File: config.mk
export PLATFORM = sky130hd
export DESIGN_NAME = tone_synth
export DESIGN_NICKNAME = d
export VERILOG_FILES = /design/src/rtl/tone_synth.sv
export SDC_FILE = /design/constraint.sdc
export NUM_CORES = 1
export LEC_CHECK = 0
export BUFFER_PORTS_ARGS = -buffer_cell sky130_fd_sc_hd__buf_2
export CAP_MARGIN = 25
export CORE_ASPECT_RATIO = 1.25
export CORE_MARGIN = 3
export CORE_UTILIZATION = 30
export DETAILED_ROUTE_END_ITERATION = 10
export PLACE_DENSITY = 0.42
export SYNTH_ARGS = -nofsm -noshare
export SYNTH_HDL_FRONTEND = slang
export SYNTH_SLANG_ARGS = --single-unit
File: constraint.sdc
create_clock -name clk -period 17.53 [get_ports clk]
set_input_delay 3.506 -clock clk [delete_from_list [all_inputs] [get_ports clk]]
set_output_delay 3.506 -clock clk [all_outputs]
set_load 0.01 [all_outputs]
File: src/rtl/tone_synth.sv
`default_nettype none
// +--------------------------------------------------------------------------+
// | tone_synth: DDS square-wave tone generator, glitch-free frequency update |
// | Rev 1.0                                                                  |
// +--------------------------------------------------------------------------+
module tone_synth #(
  parameter int unsigned CLK_HZ = 48_000_000,
  parameter int unsigned ACC_W  = 32,
  parameter int unsigned MAX_HZ = 20_000
) (
  input  logic        clk,
  input  logic        reset,
  input  logic [15:0] frequency,
  input  logic        new_SPI,
  output logic        tone_out,
  output logic [7:0]  phase,
  output logic        active,
  output logic        load_ack
);

  localparam int unsigned PROD_W = 39;
  localparam int unsigned K_W    = PROD_W - 16;
  localparam longint unsigned K_FULL =
    ((64'd1 << (ACC_W + 16)) + 64'(CLK_HZ / 2)) / 64'(CLK_HZ);
  localparam logic [K_W-1:0] K = K_W'(K_FULL);

  typedef enum logic [1:0] {
    S_IDLE  = 2'd0,
    S_RUN   = 2'd1,
    S_ARMED = 2'd2
  } state_t;

  logic              new_spi_d_q, new_spi_d_d;
  logic [15:0]       f_q, f_d;
  logic              s0_v_q, s0_v_d;
  logic              s1_v_q, s1_v_d;
  logic [PROD_W-1:0] prod_q, prod_d;
  logic              pend_v_q, pend_v_d;
  logic [ACC_W-1:0]  pending_inc_q, pending_inc_d;
  logic [ACC_W-1:0]  cur_inc_q, cur_inc_d;
  logic [ACC_W-1:0]  acc_q, acc_d;
  logic              tone_q, tone_d;
  state_t            state_q, state_d;

  logic              strb;
  logic              pend_ok;
  logic              muted;
  logic [ACC_W:0]    sum;
  logic              wrap;
  logic              load_ack_w;

  always_comb begin
    strb        = new_SPI & ~new_spi_d_q;
    new_spi_d_d = new_SPI;
    muted       = (frequency == '0) || (32'(frequency) > MAX_HZ);

    f_d = f_q;
    if (strb) begin
      f_d = muted ? '0 : frequency;
    end
    s0_v_d = strb;

    // A fresh strobe kills every older request still in flight, so the latest one wins.
    s1_v_d = s0_v_q & ~strb;
    prod_d = prod_q;
    if (s0_v_q) begin
      prod_d = PROD_W'(f_q) * PROD_W'(K);
    end

    pend_v_d      = s1_v_q & ~strb;
    pending_inc_d = pending_inc_q;
    if (pend_v_d) begin
      pending_inc_d = ACC_W'(prod_q >> 16);
    end
    pend_ok = pend_v_q & ~strb;
  end

  always_comb begin
    sum        = {1'b0, acc_q} + {1'b0, cur_inc_q};
    wrap       = sum[ACC_W];
    state_d    = state_q;
    acc_d      = acc_q;
    cur_inc_d  = cur_inc_q;
    load_ack_w = 1'b0;

    case (state_q)
      S_IDLE: begin
        acc_d = '0;
        if (pend_ok && (pending_inc_q != '0)) begin
          cur_inc_d  = pending_inc_q;
          load_ack_w = 1'b1;
          state_d    = S_RUN;
        end
      end
      S_RUN: begin
        acc_d = sum[ACC_W-1:0];
        if (pend_ok) begin
          state_d = S_ARMED;
        end
      end
      S_ARMED: begin
        // Swap increments only on a phase wrap so the current half-cycle is never cut short.
        acc_d = sum[ACC_W-1:0];
        if (wrap) begin
          cur_inc_d  = pending_inc_q;
          load_ack_w = 1'b1;
          if (pending_inc_q != '0) begin
            state_d = S_RUN;
          end else begin
            acc_d   = '0;
            state_d = S_IDLE;
          end
        end
      end
      default: begin
        acc_d   = '0;
        state_d = S_IDLE;
      end
    endcase

    tone_d = (state_d != S_IDLE) & acc_d[ACC_W-1];
  end

  always_ff @(posedge clk or negedge reset) begin
    if (!reset) begin
      new_spi_d_q   <= 1'b0;
      f_q           <= '0;
      s0_v_q        <= 1'b0;
      s1_v_q        <= 1'b0;
      prod_q        <= '0;
      pend_v_q      <= 1'b0;
      pending_inc_q <= '0;
      cur_inc_q     <= '0;
      acc_q         <= '0;
      tone_q        <= 1'b0;
      state_q       <= S_IDLE;
    end else begin
      new_spi_d_q   <= new_spi_d_d;
      f_q           <= f_d;
      s0_v_q        <= s0_v_d;
      s1_v_q        <= s1_v_d;
      prod_q        <= prod_d;
      pend_v_q      <= pend_v_d;
      pending_inc_q <= pending_inc_d;
      cur_inc_q     <= cur_inc_d;
      acc_q         <= acc_d;
      tone_q        <= tone_d;
      state_q       <= state_d;
    end
  end

  assign tone_out = tone_q;
  assign active   = (state_q != S_IDLE);
  assign phase    = (state_q == S_IDLE) ? 8'd0 : acc_q[ACC_W-1 -: 8];
  assign load_ack = load_ack_w;

endmodule
`default_nettype wire
==> metrics, run 1 <==
fin cells=1765; routability cong.=0.840; Syn Area/Cell=10.5 um2; die width=187 um; I/O Buffers=29; Synth top area share=25.3%; worst min path class=reg -> reg; CTS Buf Count=17; startpoint types=input pin; Die H=232 um; hold_ws=496 ps; Worst IR Drop VDD=0.0869 mV; drt pass-1 iters=4; synth top area cells=dfrtp_1 (25%), fa_1 (23%), ha_1 (18%); leading area contributor after synthesis=dfrtp_1; ys flop type=dfrtp_1; Pleak=0.00710 uW; dpl ws=9470 ps; # clock sinks=124; Resize count post-CTS=0; share of cells above drive strength 1=12.1%; Root Buffer=clkbuf_16; grt ovf=0; EDFF count, synth=0; worst path required time=14020 ps; CP Max Fanout=13; placed insts=1731; synth unique cells=60; R2R Setup Slk=10590 ps; f_max=124 MHz; starting density of the core=30.5%; fin util=34.0%; WP data arrival=4580 ps; synth warn=0; normalized max-slew margin=45.5%; area taken by multi-input logic gates=8160 um2; Syn Inst Count=1167; clock skew=15.6 ps; Final setup violation count=0; Total GRT Usage=14.0%; slew at the pin closest to its max-slew limit=810 ps; initial antenna violation count=0; core area=40300 um2; # IOs=30; sequential cell area=3100 um2; Row Count=82; CTS max path bufs=2; Post-Syn Area=12300 um2; TritonCTS clock tree=yes; DR iter-0 viols=226; final setup TNS=0 ps; clock latency on the worst-skew pair=430 ps; Hold-fix buffers, CTS=0; Post-DRT Antenna Nets=0; synth-to-layout area growth=11.5%; final hold vios=0; vias per cell=4.51; Clock transition at path regs=60 ps; P per Cell Area=162 nW/um2; fin crit period=8080 ps; largest net degree at the start of global routing=75; status=complete, no violations; Yosys reg bits=124; drt wl/cell=16.2 um; CP Capture Type=primary output; Net Count, Synth=1501; post-layout net count=1540; kind of critical path=in -> out; DRC viols=0; vias in the first global route=8925; number of max-cap violations=0; fill cell count=4159; setup repair bufs after CTS=0; RSZ-0062 raised after global routing=false; fin. max-slew vios=0; setup ws final=9450 ps; register area share after synthesis=25.3%; via count=7954; Tcrit/Tclk final=46.1%; H-tree Lvls=4; Routed WL=28500 um; diodes inserted=0; HPWL after DPL=23700 um; first-pass GRT wire length=47700 um; Synth async-reset ratio=100%; Die Area=43400 um2
-- placed cells by master, fill, tap and decap left out, drive strengths merged, types with 4 or more instances in the layout --
cell type    n
buf         37
a221oi       5
nand3       16
xor2        17
nand2       37
o31ai        4
inv        261
clkinvlp     6
nor2        52
nor3         7
a22o         7
o211ai       6
a31oi        6
o21ai       37
and2        10
a41oi        5
nand2b       5
dfrtp      124
clkinv       5
a211oi       8
and3         5
o21a         6
nor4        10
clkbuf      18
ha         175
a21o        28
nor2b       11
fa         140
nand4        5
or3          4
mux2        60
a21oi       45
xnor2       30
-- state kept, by name (all words and copies together) (netlist names) --
| name | count |
|---|---|
| s1_v_q | 1 |
| f_q | 16 |
| pend_v_q | 1 |
| tone_out | 1 |
| s0_v_q | 1 |
| acc_q | 32 |
| cur_inc_q | 23 |
| pending_inc_q | 23 |
| state_q | 2 |
| new_spi_d_q | 1 |
| prod_q | 23 |
-- layout make-up --
type | instances | share of cell area, %
inverter | 258 | 7.07
sequential | 124 | 22.7
multi-input combinational | 768 | 59.6
timing repair buffer | 37 | 1.75
tap | 546 | 4.99
clock inverter | 14 | 0.831
clock buffer | 18 | 3.13
-- through the flow --
stage	area [um2]	power, uW
final	13700	2220
after global routing	13700	2510
after CTS	13700	2270
after detailed placement	13100	1920
after global placement	13100	1910
after floorplan	12300	1580
-- per-layer routing --
layer | share of wire, % | GRT usage [%] | vias up
li1 | - | - | 3922
met1 | 42 | 16.0 | 3892
met2 | 53 | 26.2 | 100
met3 | 2.2 | 2.49 | 40
met4 | 2.9 | 5.13 | 0
met5 | 0 | 0 | -
-- power by group --
group	switching [uW]	total, uW	internal [uW]
clock	149	332	183
sequential	64.3	442	378
combinational	802	1440	641
-- Yosys cell counts, drive strengths merged, types with 6 or more instances --
library cell / n
nor2: 52
nor2b: 11
dfrtp: 124
o21a: 6
inv: 257
nor4: 10
xor2: 17
fa: 140
a21oi: 45
nor3: 7
a211oi: 8
nand3: 16
xnor2: 30
o211ai: 6
and2: 10
a31oi: 6
a22o: 7
ha: 175
a21o: 28
o21ai: 37
mux2: 60
clkbuf: 12
nand2: 37
-- critical path, cell delays in order --
cell and delay, ps:
buf_2 110, nand2b_1 60, buf_4 220, nand2_1 110, nor2b_1 140, and2_1 160, inv_1 60, o21ai_0 60
buf_2 150
-- final timing paths --
kind / start / to / depth (start not counted)
setup / recovery: new_SPI / load_ack / 9
hold / removal: prod_q[17] / prod_q[17] / 2
hold reg to reg: prod_q[17] / prod_q[17] / 2
setup reg to reg: f_q[13] / prod_q[38] / 19
max in group asynchronous: reset / cur_inc_q[8] / 3
min in group asynchronous: reset / acc_q[22] / 1
-- cells by family (layout without fill, tap and decap cells) --
family	after synthesis	in the layout	share of synthesized area, %
fa+ha+maj	315	315	40.6
buf+inv	275	327	8.43
simple gates	175	175	7.09
compound gates	171	171	9.74
flops	124	124	25.3
mux	60	60	5.50
xor+xnor	47	47	3.35
Note: power is estimated with default switching activity, not from simulation.
==> run 2, diff against run 1 <==
--- a/config.mk
+++ b/config.mk
@@ -11,7 +11,7 @@
 export CORE_MARGIN = 3
 export CORE_UTILIZATION = 30
 export DETAILED_ROUTE_END_ITERATION = 10
-export PLACE_DENSITY = 0.42
+export PLACE_DENSITY = 0.44
 export SYNTH_ARGS = -nofsm -noshare
 export SYNTH_HDL_FRONTEND = slang
 export SYNTH_SLANG_ARGS = --single-unit
==> constraint.sdc (replaced) <==
create_clock -name clk -period 6.8 [get_ports clk]
set_input_delay 1.36 -clock clk [delete_from_list [all_inputs] [get_ports clk]]
set_output_delay 1.36 -clock clk [all_outputs]
set_load 0.01 [all_outputs]
==> run 2 against run 1 <==
  * Hold slack lost 5.0 ps
  * Critical path type is now reg -> reg
  * Via count is 0.33% higher
  * Largest power group unchanged
  * Core utilization increased by 0.49 points
  * Register-to-register slack worse by 10000 ps
==> metrics, run 2 (synthesis gave the netlist of run 1 again) <==
status=complete, no violations (unchanged); CP Max Fanout=5 (was 13); normalized max-slew margin=37.2% (was 45.5%); diodes inserted=0 (unchanged); Row Count=82 (unchanged); WP data arrival=6800 ps (was 4580 ps); number of max-cap violations=0 (unchanged); routability cong.=0.897 (was 0.840); largest reg by FF count=acc_q (unchanged); Die H=232 um (unchanged); clock skew=12.6 ps (was 15.6 ps); initial antenna violation count=0 (unchanged); post-layout net count=1554 (was 1540); grt ovf=0 (unchanged); Tcrit/Tclk final=95.4%; Final setup violation count=0 (unchanged); Resize count post-CTS=0 (unchanged); largest net degree at the start of global routing=47 (was 75); first-pass GRT wire length=47900 um (was 47700 um); fin crit period=6490 ps; Worst IR Drop VDD=0.204 mV (was 0.0869 mV); leading cell type in the layout, fill and taps excluded=inv_1 (unchanged); Total Power=5870 uW (was 2220 uW); core area=40300 um2 (unchanged); slew at the pin closest to its max-slew limit=939 ps (was 810 ps); CP Capture Type=register (was primary output); TritonCTS clock tree=yes (unchanged); vias per cell=4.49 (was 4.51); Root Buffer=clkbuf_16 (unchanged); Die Area=43400 um2 (unchanged); Post-DRT Antenna Nets=0 (unchanged); vias in the first global route=8930 (was 8925); Pleak=0.00723 uW (was 0.00710 uW); synth-to-layout area growth=13.1% (was 11.5%); fin. max-slew vios=0 (unchanged); # IOs=30 (unchanged); clock latency on the worst-skew pair=430 ps (about the same); highest-count cells in the layout ignoring fill and taps=inv_1 (257), ha_1 (175), fa_1 (140) (unchanged); drt pass-1 iters=4 (unchanged); CTS Buf Count=17 (unchanged); Total GRT Usage=14.0% (about the same); Hold-fix buffers, CTS=0 (unchanged); setup repair bufs after CTS=0 (unchanged); die width=187 um (unchanged); # clock sinks=124 (unchanged); via count=7980 (was 7954); placed cell areas=13200 um2 (was 13100 um2); final setup TNS=0 ps (unchanged); Clock transition at path regs=60 ps (about the same); kind of critical path=reg -> reg (was in -> out); Routed WL=28500 um (about the same); number of flip-flops under the largest register name=32 (unchanged); final hold vios=0 (unchanged); I/O Buffers=29 (unchanged); worst min path class=reg -> reg (unchanged); post-route cell area=13900 um2 (was 13700 um2); worst path required time=7110 ps (was 14020 ps); f_max=154 MHz; share of cells above drive strength 1=13.2% (was 12.1%); CTS max path bufs=2 (unchanged); DRC viols=0 (unchanged); startpoint types=register (was input pin); P per Cell Area=422 nW/um2 (was 162 nW/um2); HPWL after DPL=24200 um (was 23700 um); drt wl/cell=16.0 um (was 16.2 um); starting density of the core=30.5% (unchanged); H-tree Lvls=4 (unchanged); RSZ-0062 raised after global routing=false (unchanged); DR iter-0 viols=306 (was 226)
run 2: layer usage:
| metal | up-vias | routed length, um | GRT usage [%] |
|---|---|---|---|
| met5 | - | 0 | 0 |
| met3 | 36 | 600 | 2.28 |
| met4 | 0 | 812 | 4.85 |
| met1 | 3918 | 12300 | 16.6 |
| li1 | 3936 | - | - |
| met2 | 90 | 14800 | 25.8 |
run 2: power by group:
group | leakage, uW | internal (uW) | switching (uW)
logic | 0.00534 | 1670 | 2080
registers | 0.00159 | 974 | 157
clock network | 0.000296 | 587 | 394
total | 0.00723 | 3230 | 2640
run 2: area by class of cell:
| cell class | instances | area (um2) |
|---|---|---|
| fillers | 4101 | 26400 |
| multi-input cells | 768 | 8170 |
| flip-flops and latches | 124 | 3100 |
| inverters | 258 | 968 |
| well taps | 546 | 683 |
| clock buffers | 18 | 429 |
| repair buffers | 51 | 357 |
| clock inverters | 14 | 185 |
run 2: path summary, 6_finish.rpt:
path	startpoint	endpoint	slack (ps)	depth (start not counted)
setup / recovery	f_q[13]	prod_q[38]	310	19
hold / removal	prod_q[17]	prod_q[17]	490	2
setup reg to reg	f_q[13]	prod_q[38]	310	19
hold reg to reg	prod_q[17]	prod_q[17]	490	2
max in group asynchronous	reset	prod_q[21]	4850	3
min in group asynchronous	reset	acc_q[20]	850	1
run 2: through the flow:
step                hold slack [ps]  cells  worst slack [ps]  utilization [%]
finish                          491   1779               314             34.5
CTS                             496   1778               130             34.4
global route                    524   1779              51.5             34.5
floorplan                       446   1167               695                -
detailed placement              481   1746               124             32.8
global placement                473   1745               150             32.8
run 2: critical path: stages (launching register included):
cell and delay [ps]:
dfrtp_1 400, fa_1 660, inv_1 200, fa_1 550
inv_1 60, fa_1 500, fa_1 520, fa_1 540
inv_1 50, fa_1 520, inv_1 40, ha_1 320
a21o_1 210, nor3b_1 350, a211oi_2 180, nor2_2 240
a21oi_2 150, a221oi_2 390, o21ai_0 160, a221o_1 310
==> run 3, diff against run 2 <==
--- a/config.mk
+++ b/config.mk
@@ -12,6 +12,7 @@
 export CORE_UTILIZATION = 30
 export DETAILED_ROUTE_END_ITERATION = 10
 export PLACE_DENSITY = 0.44
+export RECOVER_POWER = 100
 export SYNTH_ARGS = -nofsm -noshare
 export SYNTH_HDL_FRONTEND = slang
 export SYNTH_SLANG_ARGS = --single-unit
==> run 3 against run 2 <==
  * Sequential cell count unchanged
  * Largest power group unchanged
  * Hold slack about the same
  * Count of clock-buffer cells in the layout unchanged
  * Via count about the same
  * Clock skew barely moved
  * Critical path depth is the same
  * Cell area is 0.77% lower
  * Largest cell class unchanged
  * Core utilization decreased by 0.27 points
  * Final cell count unchanged
  * The flow now finishes with violations (capacitance limit, slew limit)
  * Global-route usage unchanged
  * Die area unchanged
  * Sequential share of layout area up 0.17 points
==> metrics, run 3 (synthesis gave the netlist of run 1 again) <==
status=finished, violations left (was complete, no violations); failing checks=capacitance limit, slew limit; final hold vios=0 (unchanged); sequential cell area=3100 um2 (unchanged); crit path to=prod_q[38] (unchanged); CP max stage cell=fa_1 (unchanged); f_max=154 MHz (about the same); r2r worst-path depth=19 (unchanged); Final setup violation count=0 (unchanged); I/O Buffers=29 (unchanged); placed cell areas=13200 um2 (unchanged); P per Cell Area=425 nW/um2 (was 422 nW/um2); fin crit period=6500 ps (was 6490 ps); fin. max-slew vios=114 (was 0); Die Area=43400 um2 (unchanged); Row Count=82 (unchanged); worst r2r src=f_q[13] (unchanged); die width=187 um (unchanged); R2R Setup Slk=300 ps (was 310 ps); largest net degree at the start of global routing=47 (unchanged); first-pass GRT wire length=47900 um (unchanged); Pleak=0.00712 uW (was 0.00723 uW); Die H=232 um (unchanged); core area=40300 um2 (unchanged); largest reg by FF count=acc_q (unchanged); CP Max Fanout=5 (unchanged); RSZ-0062 raised after global routing=false (unchanged); most used cell along the critical path=fa_1 (unchanged); worst path required time=7110 ps (about the same); Hold-fix buffers, CTS=0 (unchanged); TritonCTS clock tree=yes (unchanged); CP Cell Sequence=fa_1, inv_1, fa_1, inv_1, fa_1, fa_1, fa_1, inv_1, fa_1, inv_1, ha_1, a21o_1, nor3b_1, a211oi_2, nor2_2, a21oi_2, a221oi_2, o21ai_0, a221o_1 (unchanged); Max stage delay on crit path=660 ps (about the same); setup repair bufs after CTS=0 (unchanged); final setup TNS=0 ps (unchanged); DR iter-0 viols=263 (was 306); # clock sinks=124 (unchanged); Total GRT Usage=14.0% (unchanged); Tcrit/Tclk final=95.6% (was 95.4%); DRC viols=0 (unchanged); slew at the pin closest to its max-slew limit=2630 ps (was 939 ps); HPWL after DPL=24200 um (unchanged); drt pass-1 iters=4 (unchanged); via count=7981 (was 7980); WP data arrival=6810 ps (was 6800 ps); fin util=34.2% (was 34.5%); routability cong.=0.897 (unchanged); vias in the first global route=8930 (unchanged); Clock transition at path regs=60 ps (about the same); post-route cell area=13800 um2 (was 13900 um2); drt wl/cell=16.0 um (about the same); number of max-cap violations=3 (was 0); Routed WL=28500 um (about the same); leading cell type in the layout, fill and taps excluded=inv_1 (unchanged); number of flip-flops under the largest register name=32 (unchanged); H-tree Lvls=4 (unchanged); CTS Buf Count=17 (unchanged); grt ovf=0 (unchanged); Reg-to-Reg End=prod_q[38] (unchanged); synth-to-layout area growth=12.2% (was 13.1%); area taken by multi-input logic gates=8140 um2 (was 8170 um2); vias per cell=4.49 (about the same); initial antenna violation count=0 (unchanged); kind of critical path=reg -> reg (unchanged); Root Buffer=clkbuf_16 (unchanged); clock skew=12.8 ps (was 12.6 ps); post-layout net count=1554 (unchanged); CP Capture Type=register (unchanged); clock latency on the worst-skew pair=430 ps (about the same); Post-DRT Antenna Nets=0 (unchanged); share of cells above drive strength 1=11.5% (was 13.2%); highest-count cells in the layout ignoring fill and taps=inv_1 (257), ha_1 (175), fa_1 (140) (unchanged); fill cell count=4120 (was 4101); CTS max path bufs=2 (unchanged); starting density of the core=30.5% (unchanged); normalized max-slew margin=-75.3% (was 37.2%); # IOs=30 (unchanged); diodes inserted=0 (unchanged); Worst IR Drop VDD=0.205 mV (was 0.204 mV); worst min path class=reg -> reg (unchanged); startpoint types=register (unchanged); crit path from=f_q[13] (unchanged)
-- run 3: changes by cell type in the layout (fill, tap and decap cells not counted), moves of 3 or more --
cell      delta
clkbuf_1    +17
buf_2       -12
and2_0       +4
and2_1       -4
buf_4        -3
-- run 3: area by class of cell --
cell class,instances,share of cell area [%]
Timing Repair Buffer,51,2.01
Clock buffer,18,3.11
Clock inverter,14,1.34
Multi-Input combinational cell,768,59.0
Inverter,258,7.03
Tap cell,546,4.96
Sequential cell,124,22.5
-- run 3: power breakdown --
group | total (uW) | leakage [uW] | switching (uW) | internal, uW
clock | 982 | 0.000296 | 395 | 587
combinational | 3740 | 0.00523 | 2080 | 1660
sequential | 1130 | 0.00159 | 157 | 974
total | 5850 | 0.00712 | 2630 | 3220
-- run 3: metrics by stage --
stage	instances	total power, uW	hold WS [ps]	setup slack (ps)
global placement	1745	4940	473	150
finish	1779	5850	491	302
CTS	1778	5990	496	130
global route	1779	6580	524	35.6
floorplan	1167	4070	446	695
detailed placement	1746	4970	481	124
-- run 3: worst min path at each step --
stage / start / to / slack, ps / cells after the start
global placement: prod_q[28] / prod_q[28] / 470 / 2
detailed placement: prod_q[17] / prod_q[17] / 480 / 2
floorplan: prod_q[37] / pending_inc_q[21] / 450 / 2
finish: prod_q[17] / prod_q[17] / 490 / 2
global route: prod_q[28] / prod_q[28] / 520 / 2
CTS: prod_q[17] / prod_q[17] / 500 / 2
-- run 3: critical path: cells and delay by family (launching register included) --
family | cells | cell delay (ps)
adders and majority gates | 7 | 3610
buffers and inverters | 4 | 350
and+or+nand+nor | 2 | 610
AOI/OAI and AO/OA | 6 | 1400
DFF | 1 | 400
-- run 3: layer usage --
layer / track usage [%] / up-vias / part of all wire, %
met5: 0 / - / 0
met4: 4.85 / 0 / 2.8
met3: 2.28 / 38 / 2.1
met2: 25.8 / 89 / 52
met1: 16.6 / 3919 / 43
li1: - / 3935 / -
-- run 3: timing repair --
action | 4_1_cts | 5_1_grt
setup endpoints to repair | 0 | 4
resized for setup | 0 | 2
hold endpoints to repair | 0 | 0
